**src/rtl/fetch_decode_pkg.sv**
```systemverilog
// Shared constants, fetch-state encoding and length/legality helpers for the fetch/decode front end.
// FD_ILLEGAL_TRAP_EN: enables the illegal-opcode trap (fd_opcode_legal is only used then).
package fd_pkg;

    localparam int FD_PH_W = 5;

    localparam logic [FD_PH_W-1:0] PH_FETCH  = 5'b00001;
    localparam logic [FD_PH_W-1:0] PH_DECODE = 5'b00010;
    localparam logic [FD_PH_W-1:0] PH_EXEC   = 5'b00100;
    localparam logic [FD_PH_W-1:0] PH_MEM    = 5'b01000;
    localparam logic [FD_PH_W-1:0] PH_WB     = 5'b10000;

    localparam logic [7:0] OP_LIL = 8'h66;
    localparam logic [7:0] OP_B   = 8'h90;
    localparam logic [7:0] OP_JR  = 8'hFF;

    typedef enum logic [2:0] {
        FS_BYTE0 = 3'd0,
        FS_BYTE1 = 3'd1,
        FS_EXT0  = 3'd2,
        FS_EXT1  = 3'd3,
        FS_DONE  = 3'd4
    } fd_fetch_e;

    // Total instruction length in bytes (2..4) from the opcode and ModRM.mod.
    function automatic logic [2:0] fd_inst_len(input logic [7:0] opcode, input logic [1:0] mod);
        if (opcode == OP_LIL)
            return 3'd4;
        else if (opcode[7:2] == 6'b1000_00 && mod == 2'b11)
            return 3'd3;
        else if (opcode[7:2] == 6'b1000_10 && mod == 2'b01)
            return 3'd3;
        else
            return 3'd2;
    endfunction

    function automatic logic fd_opcode_legal(input logic [7:0] opcode);
        return opcode inside {[8'h00:8'h03], [8'h08:8'h0B], [8'h20:8'h23], [8'h28:8'h2B],
                              OP_LIL, [8'h80:8'h83], [8'h88:8'h8B], OP_B, 8'hF6, 8'hF7, OP_JR};
    endfunction

endpackage

```
**src/rtl/fetch_decode_if.sv**
```systemverilog
// Byte-fetch, redirect and decoded-operand bundle between fetch_decode (master) and its surroundings (slave).
// FD_ILLEGAL_TRAP_EN adds the illegal flag to the bundle.
interface fetch_decode_if;
    import fd_pkg::*;

    logic [7:0]         ibyte;
    logic               ibyte_valid;
    logic               ibyte_ready;
    logic [31:0]        pc_fetch;
    logic               ct_taken;
    logic [31:0]        br_target;
    logic [FD_PH_W-1:0] phase;
    logic [9:0]         ikind;
    logic [2:0]         ia;
    logic [2:0]         ra_idx;
    logic [2:0]         rb_idx;
    logic [7:0]         sim8;
    logic [15:0]        im16;
    logic [31:0]        pc;

`ifdef FD_ILLEGAL_TRAP_EN
    logic               illegal;

    modport master (
        input  ibyte, ibyte_valid, ct_taken, br_target,
        output ibyte_ready, pc_fetch, phase, ikind, ia, ra_idx, rb_idx, sim8, im16, pc, illegal
    );
    modport slave (
        output ibyte, ibyte_valid, ct_taken, br_target,
        input  ibyte_ready, pc_fetch, phase, ikind, ia, ra_idx, rb_idx, sim8, im16, pc, illegal
    );
`else
    modport master (
        input  ibyte, ibyte_valid, ct_taken, br_target,
        output ibyte_ready, pc_fetch, phase, ikind, ia, ra_idx, rb_idx, sim8, im16, pc
    );
    modport slave (
        output ibyte, ibyte_valid, ct_taken, br_target,
        input  ibyte_ready, pc_fetch, phase, ikind, ia, ra_idx, rb_idx, sim8, im16, pc
    );
`endif

endinterface

```
**src/rtl/fetch_decode_length_decode.sv**
```systemverilog
// Combinational classifier: instruction length and ALU operand fields from opcode + ModRM.
// FD_ILLEGAL_TRAP_EN: o_illegal flags opcodes outside the supported set; otherwise it is tied low.
module fd_length_decode
    import fd_pkg::*;
(
    input  logic [7:0] i_opcode,
    input  logic [7:0] i_modrm,
    output logic [2:0] o_len,
    output logic [9:0] o_ikind,
    output logic [2:0] o_reg,
    output logic [2:0] o_rm,
    output logic       o_illegal
);

    assign o_len   = fd_inst_len(i_opcode, i_modrm[7:6]);
    assign o_ikind = {i_opcode, i_modrm[7:6]};
    assign o_reg   = i_modrm[5:3];
    assign o_rm    = i_modrm[2:0];

`ifdef FD_ILLEGAL_TRAP_EN
    assign o_illegal = !fd_opcode_legal(i_opcode);
`else
    assign o_illegal = 1'b0;
`endif

endmodule

```
**src/rtl/fetch_decode.sv**
```systemverilog
// Fetch/decode front end: assembles 2-4 byte instructions, owns the PC and the one-hot phase ring.
// FD_ILLEGAL_TRAP_EN: traps unsupported opcodes at DONE and freezes until reset.
module fetch_decode
    import fd_pkg::*;
#(
    parameter logic [31:0] RESET_PC = 32'h0000_0000,
    parameter int          PHASES   = 5
) (
    input  logic           CLK,
    input  logic           RST,
    fetch_decode_if.master fd
);

    localparam logic [2:0] ST_BYTE0 = 3'(FS_BYTE0);
    localparam logic [2:0] ST_BYTE1 = 3'(FS_BYTE1);
    localparam logic [2:0] ST_EXT0  = 3'(FS_EXT0);
    localparam logic [2:0] ST_EXT1  = 3'(FS_EXT1);
    localparam logic [2:0] ST_DONE  = 3'(FS_DONE);

    logic [2:0]        r_state;
    logic [PHASES-1:0] r_phase;
    logic [31:0]       r_pc;
    logic [31:0]       r_pc_fetch;
    logic [7:0]        r_op;
    logic [7:0]        r_modrm;
    logic [7:0]        r_ext0;
    logic [7:0]        r_ext1;
    logic [2:0]        r_len;
    logic              r_taken;
    logic [31:0]       r_target;
    logic [9:0]        r_ikind;
    logic [2:0]        r_ia;
    logic [2:0]        r_rb;
    logic [7:0]        r_sim8;
    logic [15:0]       r_im16;
    logic              r_illegal;

    logic              w_fetching;
    logic              w_ready;
    logic              w_take;
    logic              w_done;
    logic [7:0]        w_modrm;
    logic [2:0]        w_len;
    logic [9:0]        w_ikind;
    logic [2:0]        w_reg;
    logic [2:0]        w_rm;
    logic              w_illegal;
    logic [PHASES-1:0] w_phase_rot;

    assign w_fetching  = r_phase[0] && !r_illegal && (r_state != ST_DONE);
    assign w_ready     = w_fetching && !RST;
    assign w_take      = w_ready && fd.ibyte_valid;
    assign w_done      = r_phase[0] && !r_illegal && (r_state == ST_DONE);
    assign w_phase_rot = {r_phase[PHASES-2:0], r_phase[PHASES-1]};

    // The length decision is made while ModRM is on the bus, so classify the live byte in BYTE1.
    assign w_modrm = (r_state == ST_BYTE1) ? fd.ibyte : r_modrm;

    fd_length_decode u_len (
        .i_opcode  (r_op),
        .i_modrm   (w_modrm),
        .o_len     (w_len),
        .o_ikind   (w_ikind),
        .o_reg     (w_reg),
        .o_rm      (w_rm),
        .o_illegal (w_illegal)
    );

    always_ff @(posedge CLK or posedge RST) begin
        if (RST) begin
            r_state    <= ST_BYTE0;
            r_phase    <= {{(PHASES-1){1'b0}}, 1'b1};
            r_pc       <= RESET_PC;
            r_pc_fetch <= RESET_PC;
            r_op       <= 8'h00;
            r_modrm    <= 8'h00;
            r_ext0     <= 8'h00;
            r_ext1     <= 8'h00;
            r_len      <= 3'd2;
            r_taken    <= 1'b0;
            r_target   <= 32'h0000_0000;
            r_ikind    <= 10'h000;
            r_ia       <= 3'd0;
            r_rb       <= 3'd0;
            r_sim8     <= 8'h00;
            r_im16     <= 16'h0000;
            r_illegal  <= 1'b0;
        end else begin
            if (w_take) begin
                r_pc_fetch <= r_pc_fetch + 32'd1;
                case (r_state)
                    ST_BYTE0: begin
                        r_op    <= fd.ibyte;
                        r_state <= ST_BYTE1;
                    end
                    ST_BYTE1: begin
                        r_modrm <= fd.ibyte;
                        r_len   <= w_len;
                        r_state <= (w_len == 3'd2) ? ST_DONE : ST_EXT0;
                    end
                    ST_EXT0: begin
                        r_ext0  <= fd.ibyte;
                        r_state <= (r_len == 3'd4) ? ST_EXT1 : ST_DONE;
                    end
                    ST_EXT1: begin
                        r_ext1  <= fd.ibyte;
                        r_state <= ST_DONE;
                    end
                    default: r_state <= ST_BYTE0;
                endcase
            end else if (r_phase[PHASES-1]) begin
                r_pc_fetch <= r_taken ? r_target : r_pc_fetch;
            end

            if (w_done) begin
                r_ikind <= w_ikind;
                r_ia    <= w_reg;
                r_rb    <= w_rm;
                r_sim8  <= (r_len == 3'd3) ? r_ext0 : 8'h00;
                r_im16  <= (r_len == 3'd4) ? {r_ext1, r_ext0} : 16'h0000;
                r_state <= ST_BYTE0;
                if (w_illegal)
                    r_illegal <= 1'b1;
                else
                    r_phase <= w_phase_rot;
            end else if (!r_phase[0]) begin
                r_phase <= w_phase_rot;
            end

            // The ALU's branch decision is only valid during the memory phase.
            if (r_phase[3]) begin
                r_taken  <= fd.ct_taken;
                r_target <= fd.br_target;
            end

            if (r_phase[PHASES-1])
                r_pc <= r_taken ? r_target : r_pc + {29'd0, r_len};
        end
    end

    assign fd.ibyte_ready = w_ready;
    assign fd.pc_fetch    = r_pc_fetch;
    assign fd.phase       = r_phase;
    assign fd.ikind       = r_ikind;
    assign fd.ia          = r_ia;
    assign fd.ra_idx      = r_ia;
    assign fd.rb_idx      = r_rb;
    assign fd.sim8        = r_sim8;
    assign fd.im16        = r_im16;
    assign fd.pc          = r_pc;
`ifdef FD_ILLEGAL_TRAP_EN
    assign fd.illegal     = r_illegal;
`endif

endmodule

```
**src/flat_wrapper.sv**
```systemverilog
// flat-port wrapper written by rule: the top's interface ports become plain ports
module fetch_decode_flat import fd_pkg::*;
#(
    parameter logic [31:0] RESET_PC = 32'h0000_0000,
    parameter int          PHASES   = 5
)
  (CLK, RST, fd_ibyte, fd_ibyte_valid, fd_ct_taken, fd_br_target, fd_ibyte_ready, fd_pc_fetch, fd_phase, fd_ikind, fd_ia, fd_ra_idx, fd_rb_idx, fd_sim8, fd_im16, fd_pc);
  fetch_decode_if fd_i ();
  input  logic CLK;
  input  logic RST;
  input wire logic [$bits(fd_i.ibyte)-1:0] fd_ibyte;
  input wire logic [$bits(fd_i.ibyte_valid)-1:0] fd_ibyte_valid;
  input wire logic [$bits(fd_i.ct_taken)-1:0] fd_ct_taken;
  input wire logic [$bits(fd_i.br_target)-1:0] fd_br_target;
  output wire logic [$bits(fd_i.ibyte_ready)-1:0] fd_ibyte_ready;
  output wire logic [$bits(fd_i.pc_fetch)-1:0] fd_pc_fetch;
  output wire logic [$bits(fd_i.phase)-1:0] fd_phase;
  output wire logic [$bits(fd_i.ikind)-1:0] fd_ikind;
  output wire logic [$bits(fd_i.ia)-1:0] fd_ia;
  output wire logic [$bits(fd_i.ra_idx)-1:0] fd_ra_idx;
  output wire logic [$bits(fd_i.rb_idx)-1:0] fd_rb_idx;
  output wire logic [$bits(fd_i.sim8)-1:0] fd_sim8;
  output wire logic [$bits(fd_i.im16)-1:0] fd_im16;
  output wire logic [$bits(fd_i.pc)-1:0] fd_pc;
  assign fd_i.ibyte = fd_ibyte;
  assign fd_i.ibyte_valid = fd_ibyte_valid;
  assign fd_i.ct_taken = fd_ct_taken;
  assign fd_i.br_target = fd_br_target;
  assign fd_ibyte_ready = fd_i.ibyte_ready;
  assign fd_pc_fetch = fd_i.pc_fetch;
  assign fd_phase = fd_i.phase;
  assign fd_ikind = fd_i.ikind;
  assign fd_ia = fd_i.ia;
  assign fd_ra_idx = fd_i.ra_idx;
  assign fd_rb_idx = fd_i.rb_idx;
  assign fd_sim8 = fd_i.sim8;
  assign fd_im16 = fd_i.im16;
  assign fd_pc = fd_i.pc;
  fetch_decode #(.RESET_PC(RESET_PC), .PHASES(PHASES)) u_core (.CLK(CLK), .RST(RST), .fd(fd_i));
endmodule
```
**config.mk**
```make
export PLATFORM = sky130hd
export DESIGN_NAME = fetch_decode_flat
export DESIGN_NICKNAME = d
export VERILOG_FILES = /design/src/rtl/fetch_decode_pkg.sv /design/src/rtl/fetch_decode_if.sv /design/src/rtl/fetch_decode_length_decode.sv /design/src/rtl/fetch_decode.sv /design/src/flat_wrapper.sv
export SDC_FILE = /design/constraint.sdc
export NUM_CORES = 1
export LEC_CHECK = 0
export ABC_AREA = 0
export CELL_PAD_IN_SITES_DETAIL_PLACEMENT = 1
export CELL_PAD_IN_SITES_GLOBAL_PLACEMENT = 2
export CORE_MARGIN = 2
export CORE_UTILIZATION = 36
export DETAILED_ROUTE_END_ITERATION = 16
export PLACE_DENSITY = 0.83
export SYNTH_ARGS = -nofsm -noshare
export SYNTH_HDL_FRONTEND = slang
export SYNTH_SLANG_ARGS = --single-unit
```
**constraint.sdc**
```tcl
create_clock -name CLK -period 16.7 [get_ports CLK]
set_input_delay 3.34 -clock CLK [delete_from_list [all_inputs] [get_ports CLK]]
set_output_delay 3.34 -clock CLK [all_outputs]
set_load 0.1 [all_outputs]
```
==> results.sh <==
export IMPL_cts_root_buf="clkbuf_16"
export IMPL_first_pass_iters=5
export IMPL_grt_first_pass_wirelength_um=42800
export IMPL_synth_seq_area_share=0.522
export IMPL_die_w_um=159
export IMPL_cts_tree="done"
export IMPL_switching_share=0.266
export IMPL_synthesis_area_um2=8640
export IMPL_cts_htree_levels=4
export IMPL_die_area_um2=25200
export IMPL_syn_inst=835
export IMPL_reg2reg_to="u_core.fd.pc_fetch[27]$_DFFE_PP0P_"
export IMPL_die_y_um=159
export IMPL_clock_latency_ns=0.44
export IMPL_synth_async_reset_ratio=1.00
export IMPL_p_int_uw=655
export IMPL_io_pins=157
export IMPL_num_rows=56
export IMPL_pwr_share_clk=0.459
export IMPL_arrival_ns=5.14
export IMPL_power_uw=892
export IMPL_finalWirelength_um=26700
export IMPL_layout_drive_gt1_share=0.139
export IMPL_area_delta_synth_final_pct=28.3
export IMPL_synth_flop_cell="dfrtp_1"
export IMPL_yosysTopAreaCell="dfrtp_1"
export IMPL_core_um2=23500
export IMPL_fin_skew_ns=0.0123
export IMPL_status="finished, final reports clean"
export IMPL_fin_crit_sh=0.508
export IMPL_dp_cells=1271
export IMPL_diodes=0
export IMPL_cellLeakagePower_nw=4.79
export IMPL_cts_buffers=17
export IMPL_avgRoutedWirePerCell_um=20.5
export IMPL_maxCapViolations=0
export IMPL_final_cell_mix="dfrtp_1, clkdlybuf4s50_1, nand2_1, mux2_2, o21ai_0"
export IMPL_crit_chain="clkdlybuf4s50_1 > nor2_1 > clkdlybuf4s50_1"
export IMPL_r2r_start="u_core.fd.phase[4]$_DFFE_PP0P_"
export IMPL_gp_congestion=0.815
export IMPL_ys_seq_elements=180
export IMPL_ys_top_cells_by_area="dfrtp_1, mux2_2, nand2_1, o21ai_0, nor2_1"
export IMPL_ctsHoldBuffers=0
export IMPL_cp_required_ns=13.36
export IMPL_rsz0062_at_grt="false"
export IMPL_clk_pin_slew_ns=0.07
export IMPL_ys_warnings_count=0
export IMPL_p_switching_uw=237
export IMPL_crit_family="buffers and inverters"
export IMPL_fin_setup_tns_ns=0
export IMPL_hold_class="flop to flop"
export IMPL_drv_slew=0
export IMPL_postCtsSetupRepairBufs=0
export IMPL_finalSetupViolations=0
export IMPL_crit_type="input port to primary output"
export IMPL_hpwl_um=19100
export IMPL_hold_viol=0
export IMPL_max_slew_worst_pin_slew_ns=1.05
export IMPL_io_buffers=156
export IMPL_drtAntennaViolNets=0
export IMPL_crit_top_cell="clkdlybuf4s50_1"
export IMPL_vdd_drop_max_uv=47.4
export IMPL_stdcell_count=1303
export IMPL_holdPathStages=2
export IMPL_reg2reg_slack_ns=13.76
export IMPL_hold_end="u_core.fd.im16[6]$_DFFE_PP0P_"
export IMPL_drt_first_iter_violations=450
export IMPL_critPathBufInv=2
export IMPL_cts_buffer_depth=2
export IMPL_seq_power_share=0.493
export IMPL_grt_max_degree=106
export IMPL_hold_start="u_core.fd.im16[6]$_DFFE_PP0P_"
export IMPL_end_kind="primary output"
export IMPL_synth_edff_count=0
export IMPL_grt_pass1_vias=7119
export IMPL_final_nets=1020
export IMPL_avgSynthCellArea_um2=10.3
export IMPL_vias=7152
export IMPL_startpoint_type="input port"
export IMPL_final_common_cell="dfrtp_1"
export IMPL_power_frac_comb=0.048
export IMPL_syn_nets=884
export IMPL_grt_ovfl_total=0
export IMPL_max_stage_delay_ns=1.14
export IMPL_max_slew_margin=0.296
export IMPL_numClockSinks=180
export IMPL_cts_repair_resized=0
export IMPL_critical_path_slowest_cell="clkdlybuf4s50_1"
export IMPL_cp_max_fo=4
export IMPL_synth_top_area_frac=0.516
export IMPL_grt_util_all_layers=0.215
export IMPL_drc=0
export IMPL_min_period_ns=8.48
export IMPL_vias_per_cell=5.49
export IMPL_start_util=0.367
export IMPL_power_per_cell_area_nw_per_um2=80.5
export IMPL_ys_types=67
export IMPL_fmax_mhz=118
export IMPL_worst_r2r_path_depth=5
export IMPL_fin_util=0.471
export IMPL_antenna_found_initial=0
## per-layer routing
metal,global-route usage,vias to the layer above,part of all wire
met2,0.321,139,0.45
met3,0.0327,18,0.032
li1,-,3345,-
met4,0.0455,0,0.010
met5,0,-,0
met1,0.329,3650,0.51
## per-stage QoR
step                cell area, um^2  hold WS, ns  worst slack [ns]
floorplan                      8640        0.467              8.48
global placement              10500        0.466              8.22
detailed placement            10500        0.474              8.22
CTS                           11100        0.491              8.22
global route                  11100        0.520              8.18
finish                        11100        0.485              8.22
## worst max path at each step
stage,from,to,slack [ns],cells past startpoint
after floorplan,RST,u_core.fd.ia[0]$_DFFE_PP0P_,8.48,1
after global placement,RST,fd_ibyte_ready,8.22,3
after detailed placement,RST,fd_ibyte_ready,8.22,3
after CTS,RST,fd_ibyte_ready,8.22,3
after global routing,RST,fd_ibyte_ready,8.18,3
final,RST,fd_ibyte_ready,8.22,3
## area by class of cell
type                            count  area [um^2]
Clock buffer                       17          425
Clock inverter                     15          174
Fill cell                        2633        12500
Inverter                           21         83.8
Multi-Input combinational cell    588         3880
Sequential cell                   180         4510
Tap cell                          319          399
Timing Repair Buffer              163         1610
## tightest hold or removal path, cell delays in order, from the launching register on
cell and delay [ns]:
dfrtp_1 0.35, nand2_1 0.05, o21ai_0 0.06
## cells in the mapped netlist (all sizes together) (4+ instances only)
library cell    n
a22o            8
a211o           4
a211oi         17
and4            7
o211ai         12
o22ai          11
mux2i          13
nor2b           5
mux2           75
buf            10
and2           10
nor3           19
o41ai           5
nor2           50
nor4            5
dfrtp         178
o21ai          56
a2bb2oi         5
a21o            6
inv            21
ha              4
a21oi          30
a31oi           6
nand2         116
nand4          11
nand2b          4
nand3          31
a311oi          7
and3           19
clkbuf         36
o311ai          6
o31ai           6
## cells by family (layout without fill, tap and decap cells)
group | after synthesis | in the layout | share of synthesized area
flip-flops | 180 | 180 | 0.522
AO/OA/AOI/OAI | 200 | 200 | 0.155
XOR/XNOR | 1 | 1 | 0.00101
AND/OR/NAND/NOR | 294 | 294 | 0.169
multiplexers | 88 | 88 | 0.113
adder cells (fa/ha/maj) | 5 | 5 | 0.00811
buffers and inverters | 67 | 216 | 0.0320
## state kept, by name (all words and copies together), names as in the netlist
signal	flops
u_core.r_state	3
u_core.fd.ia	3
u_core.r_modrm	8
u_core.fd.phase	5
u_core.fd.im16	16
u_core.fd.pc	32
u_core.r_taken	1
u_core.fd.sim8	8
u_core.r_ext0	8
u_core.r_target	32
u_core.fd.pc_fetch	32
u_core.r_ext1	8
u_core.fd.rb_idx	3
u_core.fd.ikind	10
u_core.r_len	3
u_core.r_op	8
## power groups by stage
stage	logic (mW)	registers [mW]	clock network, mW
CTS	0.0441	0.440	0.419
global route	0.0461	0.440	0.437
global placement	0.0436	0.448	0
floorplan	0.00947	0.461	0
detailed placement	0.0440	0.449	0
finish	0.0430	0.440	0.409
No activity file was read; power rests on OpenSTA's default activity.
